--- config.mk ---
export PLATFORM = sky130hd
export DESIGN_NAME = mul_arbiter
export DESIGN_NICKNAME = d
export VERILOG_FILES = /design/src/rtl/mul_arbiter.sv
export SDC_FILE = /design/constraint.sdc
export NUM_CORES = 1
export LEC_CHECK = 0
export ABC_AREA = 1
export CORE_MARGIN = 8
export CORE_UTILIZATION = 42
export CTS_CLUSTER_SIZE = 30
export DETAILED_ROUTE_END_ITERATION = 12
export HOLD_SLACK_MARGIN = 0.02
export PLACE_DENSITY = 0.81
export RECOVER_POWER = 100
export SETUP_SLACK_MARGIN = 0.3
export SYNTH_ARGS = -nofsm -noshare
export SYNTH_HDL_FRONTEND = slang
export SYNTH_SLANG_ARGS = --single-unit
--- constraint.sdc ---
create_clock -name Clk -period 2.1 [get_ports Clk]
set_input_delay 0.21 -clock Clk [delete_from_list [all_inputs] [get_ports Clk]]
set_output_delay 0.21 -clock Clk [all_outputs]
set_load 0.01 [all_outputs]
--- src/rtl/mul_arbiter.sv ---
// Round-robin arbiter that shares one 8x8 multiplier among N_REQ requesters,
// sequencing accept -> start -> wait-for-done (with watchdog) -> response.
module mul_arbiter #(
   parameter int unsigned N_REQ   = 4,
   parameter int unsigned TIMEOUT = 64
) (
   input  logic                 Clk,
   input  logic                 Rst,
   input  logic [N_REQ-1:0]     req_valid,
   input  logic [8*N_REQ-1:0]   req_x,
   input  logic [8*N_REQ-1:0]   req_y,
   output logic [N_REQ-1:0]     req_ready,
   output logic [N_REQ-1:0]     resp_valid,
   output logic [15:0]          resp_data,
   output logic                 resp_err,
   output logic                 busy,
   output logic [7:0]           mul_x,
   output logic [7:0]           mul_y,
   output logic                 mul_start,
   input  logic [15:0]          mul_o,
   input  logic                 mul_done
);

   localparam int unsigned GW = (N_REQ > 1) ? $clog2(N_REQ) : 1;
   localparam int unsigned CW = $clog2(TIMEOUT);

   typedef enum logic [1:0] {IDLE, START, WAIT, RESP} state_t;

   state_t          state, state_nx;
   logic [GW-1:0]   last_grant, grant, sel, cand;
   logic            found;
   logic [7:0]      sel_x, sel_y;
   logic [CW-1:0]   wd_cnt;
   logic            wd_expire;

   // First valid requester scanning upward from last_grant+1, wrapping at N_REQ.
   always_comb begin
      sel   = last_grant;
      cand  = last_grant;
      found = 1'b0;
      for (int unsigned off = 1; off <= N_REQ; off++) begin
         cand = GW'((32'(last_grant) + off) % N_REQ);
         if (!found && req_valid[cand]) begin
            found = 1'b1;
            sel   = cand;
         end
      end
   end

   always_comb begin
      sel_x = '0;
      sel_y = '0;
      for (int unsigned i = 0; i < N_REQ; i++) begin
         if (sel == GW'(i)) begin
            sel_x = req_x[8*i +: 8];
            sel_y = req_y[8*i +: 8];
         end
      end
   end

   always_comb begin
      req_ready = '0;
      if (!Rst && state == IDLE && found)
         req_ready[sel] = 1'b1;
   end

   // Counter is compared one short of TIMEOUT-1 so the abort lands in RESP at cycle 1+TIMEOUT.
   assign wd_expire = (wd_cnt == CW'(TIMEOUT - 2));

   always_comb begin
      state_nx = state;
      case (state)
         IDLE:    if (found) state_nx = START;
         START:   state_nx = WAIT;
         WAIT:    if (mul_done || wd_expire) state_nx = RESP;
         RESP:    state_nx = IDLE;
         default: state_nx = IDLE;
      endcase
   end

   always_ff @(posedge Clk) begin
      if (Rst) begin
         state      <= IDLE;
         last_grant <= GW'(N_REQ - 1);
         grant      <= '0;
         mul_x      <= '0;
         mul_y      <= '0;
         resp_data  <= '0;
         resp_err   <= 1'b0;
         resp_valid <= '0;
         mul_start  <= 1'b0;
         busy       <= 1'b0;
         wd_cnt     <= '0;
      end else begin
         state      <= state_nx;
         busy       <= (state_nx != IDLE);
         mul_start  <= (state_nx == START);
         resp_valid <= '0;
         case (state)
            IDLE: begin
               if (found) begin
                  grant <= sel;
                  mul_x <= sel_x;
                  mul_y <= sel_y;
               end
            end
            START: wd_cnt <= '0;
            WAIT: begin
               // done takes priority over a watchdog expiry in the same cycle
               if (mul_done) begin
                  resp_data         <= mul_o;
                  resp_err          <= 1'b0;
                  resp_valid[grant] <= 1'b1;
               end else if (wd_expire) begin
                  resp_data         <= '0;
                  resp_err          <= 1'b1;
                  resp_valid[grant] <= 1'b1;
               end else begin
                  wd_cnt <= wd_cnt + 1'b1;
               end
            end
            RESP: last_grant <= grant;
            default: ;
         endcase
      end
   end

endmodule

After elaboration in Yosys (flattened, before gate mapping):

Index checks and enable logic that the tools add are counted.

* register bits after elaboration: 51
* output and inout port bits: 43
* input port bits: 87
* word-level logic and storage cells: 97

* multiplexer cells: 41
* magnitude comparators: 8
* eq/ne operators: 10
* bitwise operators: 1
* add/sub/neg operators: 5
* reductions and logical operators: 21

Operator list (number)
* $mux 8: 8
* $mux 16: 2
* $lt 2x3->1 const B: 6
* $mux 1: 12
* $mux 2: 6
* $mux 4: 3
* $mux 6: 2
* $pmux 6 s2: 1
* $bmux 1 s2: 4
* $eq 2x2->1 const B: 4
* $pmux 2 s4: 1
* $logic_and 1x1->1: 7
* $add 6x1->6 const B: 1
* $eq 2x1->1 const B: 3
* $eq 6x6->1 const B: 1
* $reduce_bool 2->1: 3
* $add 2x1->2 const B: 2
* $add 2x2->2 const B: 2
* $demux 1 s2: 2
* $ge 2x1->1 const B: 2
* $logic_not 1->1: 4
* $logic_not 2->1: 2
* $ne 2x2->1 const B: 2
* $reduce_and 2->1: 2
* 4 further kinds: 4

Depth between registers and ports, before layout:

* depth in word-level cells: 18
* gate-level depth with buffers: 16
* depth with buffers taken out: 14

Worst setup path before layout:

No wires, ideal clock.

* path type: flip-flop to output port
* from: register last_grant[0]
* to: output port req_ready[2]
* required time: 1890 ps
* setup slack: 146 ps
* stages on the path, launching flop included: 13
* buffers on the path: 2
* arrival: 1744 ps
* cells stage by stage: dfxtp_1 -> buf_6 -> inv_4 -> nand2_2 -> nand2_2 -> nand2_2 -> nand2_4 -> nor2_4 -> nand3_2 -> nand2_8 -> buf_2 -> inv_2 -> nor3_1

* word-level cells in the longest chain between the ends: 18
* elaborated cells between the ends (all ways): 33
* those cells by class: add/sub (4); order compare (2); mux (19); reduce/logical (8)

Ends and longest elaborated chain
* from (decl): RTL line 30 `logic [GW-1:0] last_grant, grant, sel, cand;`
* from (signal assigned): RTL line 84 `last_grant <= GW'(N_REQ - 1);`
* from (signal assigned): RTL line 122 `RESP: last_grant <= grant;`
* $add 2x1->2: RTL line 42 `cand = GW'((32'(last_grant) + off) % N_REQ);`
* $bmux 1 s2: RTL line 43 `if (!found && req_valid[cand]) begin`
* $mux 1 (not written as such): RTL line 43
* $mux 1: RTL line 43
* $logic_not 1->1: RTL line 43
* $logic_and 1x1->1: RTL line 43
* $mux 1: RTL line 43
* $logic_not 1->1: RTL line 43
* [... 2 more ...]
* $logic_not 1->1: RTL line 43
* $logic_and 1x1->1: RTL line 43
* $mux 2: RTL line 43
* $lt 2x3->1 (not written as such) / $ge 2x1->1 (equally long branches): RTL line 64 `req_ready[sel] = 1'b1;`
* $logic_and 1x1->1 (not written as such): RTL line 64
* $mux 1 (not written as such): RTL line 64
* $demux 1 s2: RTL line 64
* $mux 4 (*): RTL line 63 `if (!Rst && state == IDLE && found)`
* to (decl): RTL line 12 `output logic [N_REQ-1:0] req_ready,`

Mark *: on every way between the ends. The rest lies on a longest branch, timed or not. The select of a mux whose other input is x is not followed.

Worst setup path after layout:

* from: register last_grant[1]
* to: register mul_x[1]

* word-level cells in the longest chain between the ends: 18
* elaborated cells between the ends (all ways): 35
* those cells by class: add/sub (4); eq/ne (3); mux (20); reduce/logical (8)

Ends and longest elaborated chain
* $add 2x1->2: RTL line 42
* $bmux 1 s2: RTL line 43
* $mux 1 (not written as such): RTL line 43
* $mux 1: RTL line 43
* $logic_not 1->1: RTL line 43
* $logic_and 1x1->1: RTL line 43
* $mux 1: RTL line 43
* $logic_not 1->1: RTL line 43
* $logic_and 1x1->1: RTL line 43
* $mux 1: RTL line 43
* $logic_not 1->1: RTL line 43
* $logic_and 1x1->1: RTL line 43
* $mux 2: RTL line 43
* $logic_not 2->1: RTL line 54 `if (sel == GW'(i)) begin`
* $mux 8 (4 in a row): RTL line 54
* to (signal assigned): RTL line 103 `mul_x <= sel_x;`
* to (decl): RTL line 17 `output logic [7:0] mul_x,`

Parallel ways exist; a longest one is shown, timed or not. The select of a mux whose other input is x is not followed.
A chain may end at the register's enable or synchronous reset.

==> results.toml <==
[clock_network]
cts-root-buf = "clkbuf_8"
clkTransAtPathRegs_ns = 0.10
worstSkewPairLatency_ns = 0.31
cts_buffers = 5
postCtsHoldBufs = 0
cts_tree = "done"
cts_sinks = 51
clk_path_buf_depth = 2
htree_num_levels = 2

[hold_path]
hold_class = "in -> reg"

[critical_path]
end_kind = "register"
arrival_ns = 2.39
path_buf_inv = 5
start_kind = "register"
crit_path_top_delay_cell = "dfxtp_4"
critPathMaxFanout = 16
critPathTopFamily = "buffers and inverters"
path_common_cell = "buf_4"
critPathRequiredTime_ns = 2.35
cp_cell_sequence = "inv_2, buf_4, a21oi_1, a21oi_1, o21ai_4, nand3_4, buf_4, buf_4, buf_4, nand4_1, nand4_1, nand2_1, a21oi_2"
crit_type = "reg -> reg"
critPathMaxStageDelay_ns = 0.38

[yosys]
synth_top_flop_cell = "dfxtp_1"
synth_top_area_share = 0.361
synth.area.top_cells = "dfxtp_1 36%, nand2_1 12%, nand3_1 10%"
synth_warnings = 0
syn_inst = 389
synth_nets = 483
synthArstFlopShare = 0
synth-edff-count = 0
synth.distinct_cells = 35
synth-seq-cells = 51
syn-cell-area_um2 = 2830
synth_largest_area_cell = "dfxtp_1"
yosysSeqAreaShare = 0.361
postSynthAreaPerCell_um2 = 7.27

[timing]
rsz0062_at_grt = "yes"
fin_hold_ws_ns = 0.309
worst_slew_pin_slew_ns = 0.483
setup_viol = 12
fin_ws_ns = -0.0438
period_share = 1.02
fin_worst_skew_ns = 0.0110
hold_viol = 0
fmax_ghz = 0.466
drv_slew = 0
slew-limit-headroom = 0.678
fin_crit_ns = 2.14

[die]
die_w_um = 98.0
core_um2 = 6640
io_pins = 130
die-area_um2 = 9610
initial_core_util = 0.425
rows = 30
die_y_um = 98.0

[final_layout]
drive_gt1_frac = 0.227
num-nets-final = 627
regArea_um2 = 1030
postLayoutCoreUtil = 0.717
multi_input_area_um2 = 1840
area_growth_pct = 68.4
diodes = 0
final_common_cell = "clkdlybuf4s50_1"
mostFrequentLayoutCells = "124 x clkdlybuf4s50_1, 73 x nand2_1, 54 x nand3_1"
fillers = 534

[grt]
grt-busiest-layer = "met2"
grt_pass1_vias = 3406
use_met2 = 0.362
use_met1 = 0.202
grt_util_met3 = 0.0491
antenna_found_initial = 0
grt_overflow = 0
grt_usage = 0.197
grt_pass1_wl_mm = 15.6
grt_max_degree = 40

[drt]
dr_total_vias = 3255
wirelength_mm = 9.98
first_pass_iters = 4
vias_per_cell = 5.30
wl_per_cell_um = 16.2
drc = 0
first_iter_violations = 155
ant_nets = 0

[pwr]
p_leak_uw = 0.00185
ir_drop_mv = 0.679
cellPowerDensity_nw_per_um2 = 1250

[place]
portBuffers = 129
routabilityCongestion = 0.925
place_hpwl_mm = 7.35

[run_status]
outcome = "finished, violations left"
violations = "negative setup slack"

[flow_run]
max_cap_violations = 0
[tightest hold or removal path, cell delays in order]
cell,delay [ns]
buf_2,0.08
inv_1,0.11
o21ai_0,0.12
a21oi_1,0.05
[state kept, by name, indices dropped and copies added (netlist names)]
register / cells
resp_data: 16
busy: 1
grant: 2
mul_y: 8
state: 2
mul_start: 1
wd_cnt: 6
mul_x: 8
resp_err: 1
resp_valid: 4
last_grant: 2
[Yosys cell counts, drive strengths merged (2+ instances only)]
master	number
nor2	14
nand4	33
a21oi	41
nand3	60
nor3	5
or2	3
nand2	111
dfxtp	51
ha	7
o21ai	12
inv	22
clkbuf	9
nor3b	2
nor4	2
buf	14
[through the flow]
stage / setup TNS, ns / instance area, um2 / total power (uW) / std cells / worst slack (ns)
floorplan: 0 / 2950 / 3630 / 389 / 0.294
global placement: -5.41 / 4380 / 4830 / 598 / -0.464
detailed placement: -6.76 / 4380 / 4900 / 598 / -0.522
CTS: -0.100 / 4650 / 5820 / 612 / -0.0394
global route: -2.32 / 4760 / 6360 / 614 / -0.147
finish: -0.269 / 4760 / 5950 / 614 / -0.0438
[worst paths after layout]
kind	endpoint	startpoint	slack, ns	cells after the start
min	resp_err$_SDFFE_PP0P_	Rst	0.31	4
min reg2reg	resp_data[15]$_SDFFE_PP0P_	resp_data[15]$_SDFFE_PP0P_	0.47	2
max reg2reg	mul_x[1]$_SDFFE_PP0P_	last_grant[1]$_SDFFE_PP1N_	-0.04	13
max	mul_x[1]$_SDFFE_PP0P_	last_grant[1]$_SDFFE_PP1N_	-0.04	13
[kinds of logic after synthesis]
| family | count (synthesis) | synth area share |
|---|---|---|
| fa+ha+maj | 7 | 0.0310 |
| flops | 51 | 0.361 |
| xor+xnor | 1 | 0.00310 |
| compound gates | 55 | 0.114 |
| simple gates | 230 | 0.415 |
| buf+inv | 45 | 0.0761 |
[area by class of cell]
type / instances / area share
Clock buffer: 5 / 0.0145
Clock inverter: 3 / 0.00999
Inverter: 22 / 0.0226
Multi-Input combinational cell: 293 / 0.386
Sequential cell: 51 / 0.216
Tap cell: 80 / 0.0210
Timing Repair Buffer: 160 / 0.330
[per-layer routing]
metal	share of wire	vias up
met2	0.52	121
met1	0.39	1487
met3	0.054	28
li1	-	1619
met5	0	-
met4	0.039	0
[where the power goes]
group | internal, uW | switching, uW | total [uW]
clock | 362 | 341 | 702
sequential | 1240 | 161 | 1400
combinational | 1690 | 2160 | 3850
total | 3290 | 2660 | 5950
[what timing repair did]
action	CTS	global route
setup buffers	6	2
endpoints found under the hold margin	0	0
gates resized for setup	47	27
pin swaps	9	16
setup endpoints to repair	37	27
Power figures use the tool's default switching activity.
